<file path="config.mk">
export PLATFORM = sky130hd
export DESIGN_NAME = arith_seq_machine_flat
export DESIGN_NICKNAME = d
export VERILOG_FILES = /design/src/rtl/arith_seq_machine_pkg.sv /design/src/rtl/arith_seq_machine_if.sv /design/src/rtl/arith_seq_machine_decode.sv /design/src/rtl/arith_seq_machine.sv /design/src/flat_wrapper.sv
export SDC_FILE = /design/constraint.sdc
export NUM_CORES = 2
export LEC_CHECK = 0
export CAP_MARGIN = 40
export CELL_PAD_IN_SITES_DETAIL_PLACEMENT = 0
export CELL_PAD_IN_SITES_GLOBAL_PLACEMENT = 2
export CORE_UTILIZATION = 48
export DETAILED_ROUTE_END_ITERATION = 16
export PLACE_DENSITY = 0.83
export REMOVE_ABC_BUFFERS = 1
export SYNTH_ARGS = -nofsm -noshare
export SYNTH_HDL_FRONTEND = slang
export SYNTH_HIERARCHICAL = 1
export SYNTH_SLANG_ARGS = --single-unit
</file>
<file path="constraint.sdc">
create_clock -name clock -period 10.3 [get_ports clock]
set_input_delay 3.09 -clock clock [delete_from_list [all_inputs] [get_ports clock]]
set_output_delay 3.09 -clock clock [all_outputs]
set_load 0.03 [all_outputs]
</file>
<file path="src/rtl/arith_seq_machine_pkg.sv">
// Shared definitions for the sequential arithmetic machine: opcodes, functs,
// ALU op codes, exception causes, FSM states and the decoded-instruction bundle.
package arith_defs;

  localparam logic [5:0] OP_RTYPE = 6'h00;
  localparam logic [5:0] OP_ADDI  = 6'h08;
  localparam logic [5:0] OP_ADDIU = 6'h09;
  localparam logic [5:0] OP_ANDI  = 6'h0c;
  localparam logic [5:0] OP_ORI   = 6'h0d;
  localparam logic [5:0] OP_XORI  = 6'h0e;

  localparam logic [5:0] FN_ADD  = 6'h20;
  localparam logic [5:0] FN_ADDU = 6'h21;
  localparam logic [5:0] FN_SUB  = 6'h22;
  localparam logic [5:0] FN_SUBU = 6'h23;
  localparam logic [5:0] FN_AND  = 6'h24;
  localparam logic [5:0] FN_OR   = 6'h25;
  localparam logic [5:0] FN_XOR  = 6'h26;
  localparam logic [5:0] FN_NOR  = 6'h27;

  typedef enum logic [2:0] {
    ALU_ADD, ALU_SUB, ALU_AND, ALU_OR, ALU_XOR, ALU_NOR
  } alu_op_e;

  typedef enum logic [1:0] {
    EXC_NONE = 2'd0, EXC_ILL = 2'd1, EXC_OVF = 2'd2
  } exc_e;

  typedef enum logic [1:0] {
    FETCH, EXEC, HALT
  } state_e;

  typedef struct packed {
    logic [4:0] dest;
    logic       we;
    logic       use_imm;
    logic       imm_sext;
    alu_op_e    op;
    logic       illegal;
    logic       ovf_chk;
  } dec_t;

endpackage

</file>
<file path="src/rtl/arith_seq_machine_if.sv">
// Instruction-fetch port: req held until ack, data valid with ack.
interface arith_seq_machine_if #(parameter int PC_W = 32);
  logic            imem_req;
  logic [PC_W-1:0] imem_addr;
  logic            imem_ack;
  logic [31:0]     imem_data;

  modport master (output imem_req, imem_addr, input imem_ack, imem_data);
  modport slave  (input imem_req, imem_addr, output imem_ack, imem_data);
endinterface

</file>
<file path="src/rtl/arith_seq_machine_decode.sv">
// Combinational instruction decode: destination, write enable, immediate
// handling, ALU op, and legality against the configured register count.
module arith_seq_decode
  import arith_defs::*;
#(
  parameter int REG_AW = 5
) (
  input  logic [31:0] ir,
  output dec_t        dec
);

  logic [5:0] op, fn;
  logic [4:0] rs, rt, rd, shamt;

  assign op    = ir[31:26];
  assign rs    = ir[25:21];
  assign rt    = ir[20:16];
  assign rd    = ir[15:11];
  assign shamt = ir[10:6];
  assign fn    = ir[5:0];

  // A register field naming a register beyond NREGS makes the word illegal.
  function automatic logic hi_nz(input logic [4:0] f);
    return (f >> REG_AW) != 5'd0;
  endfunction

  always_comb begin
    dec = '0;
    dec.op = ALU_ADD;
    case (op)
      OP_RTYPE: begin
        dec.dest = rd;
        dec.we   = 1'b1;
        case (fn)
          FN_ADD:  begin dec.op = ALU_ADD; dec.ovf_chk = 1'b1; end
          FN_ADDU: dec.op = ALU_ADD;
          FN_SUB:  begin dec.op = ALU_SUB; dec.ovf_chk = 1'b1; end
          FN_SUBU: dec.op = ALU_SUB;
          FN_AND:  dec.op = ALU_AND;
          FN_OR:   dec.op = ALU_OR;
          FN_XOR:  dec.op = ALU_XOR;
          FN_NOR:  dec.op = ALU_NOR;
          default: dec.illegal = 1'b1;
        endcase
        if (shamt != 5'd0 || hi_nz(rs) || hi_nz(rt) || hi_nz(rd)) dec.illegal = 1'b1;
      end
      OP_ADDI, OP_ADDIU, OP_ANDI, OP_ORI, OP_XORI: begin
        dec.dest     = rt;
        dec.we       = 1'b1;
        dec.use_imm  = 1'b1;
        dec.imm_sext = (op == OP_ADDI) || (op == OP_ADDIU);
        dec.ovf_chk  = (op == OP_ADDI);
        case (op)
          OP_ANDI: dec.op = ALU_AND;
          OP_ORI:  dec.op = ALU_OR;
          OP_XORI: dec.op = ALU_XOR;
          default: dec.op = ALU_ADD;
        endcase
        if (hi_nz(rs) || hi_nz(rt)) dec.illegal = 1'b1;
      end
      default: dec.illegal = 1'b1;
    endcase
    if (dec.illegal) dec.we = 1'b0;
  end

endmodule

</file>
<file path="src/rtl/arith_seq_machine.sv">
// FETCH->EXEC arithmetic machine: fetches over a req/ack port, executes one
// instruction per EXEC cycle, and halts stickily on illegal or trapped overflow.
module arith_seq_machine
  import arith_defs::*;
#(
  parameter int DATA_W   = 32,
  parameter int REG_AW   = 5,
  parameter int PC_W     = 32,
  parameter int TRAP_OVF = 0
) (
  input  logic                 clock,
  input  logic                 reset,
  arith_seq_machine_if.master  imem,
  output logic                 retire,
  output logic                 except,
  output logic [1:0]           except_code,
  output logic                 halted,
  input  logic [REG_AW-1:0]    dbg_raddr,
  output logic [DATA_W-1:0]    dbg_rdata
);

  localparam int NREGS = 1 << REG_AW;
  localparam int MSB   = DATA_W - 1;

  state_e                          state_q, state_d;
  logic [PC_W-1:0]                 pc_q, pc_d;
  logic [31:0]                     ir_q, ir_d;
  exc_e                            code_q, code_d;
  logic [NREGS-1:0][DATA_W-1:0]    regs_q, regs_d;

  dec_t              dec;
  logic [REG_AW-1:0] rs_idx, rt_idx, wr_idx;
  logic [DATA_W-1:0] opa, opb, imm, alu_res;
  logic              ovf, trap, wr_en;

  arith_seq_decode #(.REG_AW(REG_AW)) u_dec (.ir(ir_q), .dec(dec));

  assign rs_idx = ir_q[21 +: REG_AW];
  assign rt_idx = ir_q[16 +: REG_AW];
  assign wr_idx = dec.dest[REG_AW-1:0];
  assign imm    = dec.imm_sext ? DATA_W'($signed(ir_q[15:0])) : DATA_W'(ir_q[15:0]);
  assign opa    = regs_q[rs_idx];
  assign opb    = dec.use_imm ? imm : regs_q[rt_idx];

  always_comb begin
    alu_res = '0;
    ovf     = 1'b0;
    case (dec.op)
      ALU_ADD: begin
        alu_res = opa + opb;
        ovf     = (opa[MSB] == opb[MSB]) && (alu_res[MSB] != opa[MSB]);
      end
      ALU_SUB: begin
        alu_res = opa - opb;
        ovf     = (opa[MSB] != opb[MSB]) && (alu_res[MSB] != opa[MSB]);
      end
      ALU_AND: alu_res = opa & opb;
      ALU_OR:  alu_res = opa | opb;
      ALU_XOR: alu_res = opa ^ opb;
      ALU_NOR: alu_res = ~(opa | opb);
      default: alu_res = '0;
    endcase
  end

  assign trap = (TRAP_OVF != 0) && dec.ovf_chk && ovf;

  always_comb begin
    state_d = state_q;
    pc_d    = pc_q;
    ir_d    = ir_q;
    code_d  = code_q;
    wr_en   = 1'b0;
    retire  = 1'b0;
    case (state_q)
      FETCH: if (imem.imem_ack) begin
        ir_d    = imem.imem_data;
        state_d = EXEC;
      end
      EXEC: begin
        if (dec.illegal) begin
          code_d  = EXC_ILL;
          state_d = HALT;
        end else if (trap) begin
          code_d  = EXC_OVF;
          state_d = HALT;
        end else begin
          wr_en   = dec.we && (wr_idx != '0);
          pc_d    = pc_q + PC_W'(4);
          retire  = 1'b1;
          state_d = FETCH;
        end
      end
      default: state_d = HALT;
    endcase
  end

  always_comb begin
    regs_d = regs_q;
    if (wr_en) regs_d[wr_idx] = alu_res;
  end

  always_ff @(posedge clock or negedge reset) begin
    if (!reset) begin
      state_q <= FETCH;
      pc_q    <= '0;
      ir_q    <= '0;
      code_q  <= EXC_NONE;
      regs_q  <= '0;
    end else begin
      state_q <= state_d;
      pc_q    <= pc_d;
      ir_q    <= ir_d;
      code_q  <= code_d;
      regs_q  <= regs_d;
    end
  end

  // Gating with reset drops the request the instant reset asserts.
  assign imem.imem_req  = reset && (state_q == FETCH);
  assign imem.imem_addr = pc_q;
  assign except         = (code_q != EXC_NONE);
  assign except_code    = code_q;
  assign halted         = (state_q == HALT);
  assign dbg_rdata      = (dbg_raddr == '0) ? '0 : regs_q[dbg_raddr];

endmodule
</file>
<file path="src/flat_wrapper.sv">
// flat-port wrapper written by rule: the top's interface ports become plain ports
module arith_seq_machine_flat import arith_defs::*;
#(
  parameter int DATA_W   = 32,
  parameter int REG_AW   = 5,
  parameter int PC_W     = 32,
  parameter int TRAP_OVF = 0
)
  (clock, reset, retire, except, except_code, halted, dbg_raddr, dbg_rdata, imem_imem_req, imem_imem_addr, imem_imem_ack, imem_imem_data);
  arith_seq_machine_if #(.PC_W(PC_W)) imem_i ();
  input  logic clock;
  input  logic reset;
  output logic retire;
  output logic except;
  output logic [1:0] except_code;
  output logic halted;
  input  logic [REG_AW-1:0] dbg_raddr;
  output logic [DATA_W-1:0] dbg_rdata;
  output wire logic [$bits(imem_i.imem_req)-1:0] imem_imem_req;
  output wire logic [$bits(imem_i.imem_addr)-1:0] imem_imem_addr;
  input wire logic [$bits(imem_i.imem_ack)-1:0] imem_imem_ack;
  input wire logic [$bits(imem_i.imem_data)-1:0] imem_imem_data;
  assign imem_imem_req = imem_i.imem_req;
  assign imem_imem_addr = imem_i.imem_addr;
  assign imem_i.imem_ack = imem_imem_ack;
  assign imem_i.imem_data = imem_imem_data;
  arith_seq_machine #(.DATA_W(DATA_W), .REG_AW(REG_AW), .PC_W(PC_W), .TRAP_OVF(TRAP_OVF)) u_core (.clock(clock), .reset(reset), .imem(imem_i), .retire(retire), .except(except), .except_code(except_code), .halted(halted), .dbg_raddr(dbg_raddr), .dbg_rdata(dbg_rdata));
endmodule
</file>
==> qor.txt <==
result of the run - finished clean
type of the worst setup path - primary input to primary output
clock network latency to the later pin of the worst-skew pair - 0.77 ns
post-route met1 wirelength - 98100 µm
core region area - 0.140 mm²
area growth from synthesis to final layout - 11.7%
wire length of the first global-routing pass - 354000 µm
largest fanout on the critical path - 83
transition at the pin with the smallest max-transition slack - 1.09 ns
setup bufs post-CTS - 0
maximum level of the CTS H-tree - 3
worst min-delay path category - flip-flop to flip-flop
full die area - 0.143 mm²
standard-cell rows - 137
cell leakage power - 0.0322 µW
CTS sink cnt - 1089
fraction of layout cells with a size suffix above 1 - 24.4%
Post-Synthesis Mean Instance Area - 11.5 µm²
drt first pass iters - 5
number of violations of the max-capacitance limit - 0
maximum number of pins on one net before global-route repair - 185
reg2reg path depth - 21
unrepaired setup endpoints after global routing - no
half-perimeter wire length of the detailed placement result - 151000 µm
Data required, critical path - 7.21 ns
sort of element at the end of the critical path - primary output
number of buffers added by the clock tree synthesis step - 120
number of filler instances in the final layout - 12.0k
relative slew slack - 27.3%
residual DRC count - 0
met3 wire length - 19900 µm
instance count after placement with tap cells included - 7477
CTS hold repair buffers - 0
ordered cell list for the critical path - buf_8 > buf_12 > mux4_2 > mux4_2 > mux2i_1 > nor2_1 > clkdlybuf4s50_1
number of endpoints failing setup at the final stage - 0
combined area of all synthesized cells - 0.0679 mm²
I/O Pins - 110
non-filler instance count after layout - 7704
Critical-path top delay cell - clkdlybuf4s50_1
initial antenna violation count - 4
post-DR vias/cell - 6.67
WHS Endpoint - u_core/regs_q[13]
worst clock skew on the final layout - 0.0335 ns
R2R Path End - u_core/regs_q[447]
Worst IR Drop VDD - 0.290 mV
delay of the slowest cell on the worst path - 0.61 ns
die outline width - 378 µm
source of the worst hold timing path - u_core/regs_q[13]
worst-case register-to-register setup slack - 2.21 ns
final wirelength - 238000 µm
Setup Total Neg Slack - 0 ns
Fin. Hold Viols - 0
count of warnings emitted by yosys - 6
final-stage net count - 5861
startpoint type of the worst setup path - primary input
CTS clock-pin slew for the worst setup and hold paths - 0.06 ns
cell seen most often among critical-path stages - mux4_2
Avg WL per Cell - 30.9 µm
total number of vias - 51.4k
CTS tree - done
buffer cell driving the clock tree root - clkbuf_16
shortest period the worst path allows - 9.27 ns
RD Place Congestion - 0.922
signal arrival time at the worst endpoint - 6.18 ns
cell depth of the worst min-delay path - 0
# resized after CTS - 0
routed length on met2 - 109000 µm
CTS Buffer Depth - 3
number of slew-limit violations in the final report - 0
Starting Density - 48.6%
chip height - 378 µm
drt initial violations - 5741
Port Buf Inserts - 106
PwrDens - 226 mW/mm²
via count of the first global-routing pass - 50.1k
Total Routing Usage GR - 33.9%
Cells after Synth - 5900
antenna violation net count after detailed routing - 0
Placement Cell Area - 0.0716 mm²
top routing layer in use - met5
overflow left after global routing - 0
cell area after layout - 0.0759 mm²
final period utilization - 90.0%
beginning of the worst register-to-register path - u_core/ir_q[18]
achievable frequency - 108 MHz
## registers in the layout, summed over array words and instances, names as in the netlist
register and cells:
u_core/state_q 2, u_core/imem.imem_addr 30, u_core/regs_q 1024, u_core/ir_q 32
u_core/except_code 1
## metrics by stage
step                      util [%]  hold slack (ns)  power (µW)  setup WS [ns]
after floorplan                  -            0.381        9830          -7.77
after global placement        50.6            0.401       12200           1.09
after detailed placement      51.2            0.403       12400           1.06
after CTS                     54.2            0.416       17100           1.06
after global routing          54.2            0.436       17800          0.929
final                         54.2            0.419       17100           1.03
## per-layer routing
| layer | GRT usage, % | vias to the layer above |
|---|---|---|
| met2 | 52.0 | 2445 |
| met5 | 0 | - |
| met3 | 6.18 | 513 |
| met4 | 13.9 | 2 |
| met1 | 47.7 | 26600 |
| li1 | - | 21800 |
## cell usage in the layout (no fill, tap or decap), drive strengths merged, types with 23 or more instances in the layout
cell type,instances
inv,92
clkbuf,163
mux2i,278
a22oi,26
mux4,826
a31oi,38
dfrtp,1089
o21ai,496
a22o,49
clkinv,34
clkdlybuf4s50,97
buf,216
nand3,34
a221oi,44
ha,97
a21oi,553
mux2,99
nor2,665
nand2b,23
nor3,23
nand2,537
xnor2,58
o22ai,33
## worst max-delay path, delay by kind of cell
kind / cells / cell delay, ns
mux: 3 / 1.17
simple gates: 1 / 0.09
buf+inv: 3 / 1.53
## how the worst max path moves through the flow
| stage | start | endpoint | slack, ns | cells after the start |
|---|---|---|---|---|
| after global routing | dbg_raddr[0] | dbg_rdata[19] | 0.93 | 7 |
| after global placement | dbg_raddr[0] | dbg_rdata[13] | 1.09 | 7 |
| final | dbg_raddr[1] | dbg_rdata[5] | 1.03 | 7 |
| after CTS | dbg_raddr[0] | dbg_rdata[1] | 1.06 | 7 |
| after detailed placement | dbg_raddr[0] | dbg_rdata[1] | 1.06 | 7 |
| after floorplan | u_core/ir_q[16] | u_core/regs_q[1021] | -7.77 | 20 |
## final cells by class
type	count	area (µm²)	share of cell area (%)
flip-flops and latches	1089	27300	36.0
multi-input cells	4112	38200	50.3
well taps	1876	2350	3.09
repair buffers	313	3450	4.55
clock buffers	163	3460	4.56
clock inverters	63	840	1.11
diodes	1	2.50	0.00330
inverters	87	327	0.430
## power by group
group          internal, µW  switching (µW)  total, µW
clock                  2780            1900       4680
combinational          2610            5110       7720
sequential             4350             384       4740
total                  9740            7400      17100
No activity file was read; power rests on OpenSTA's default activity.
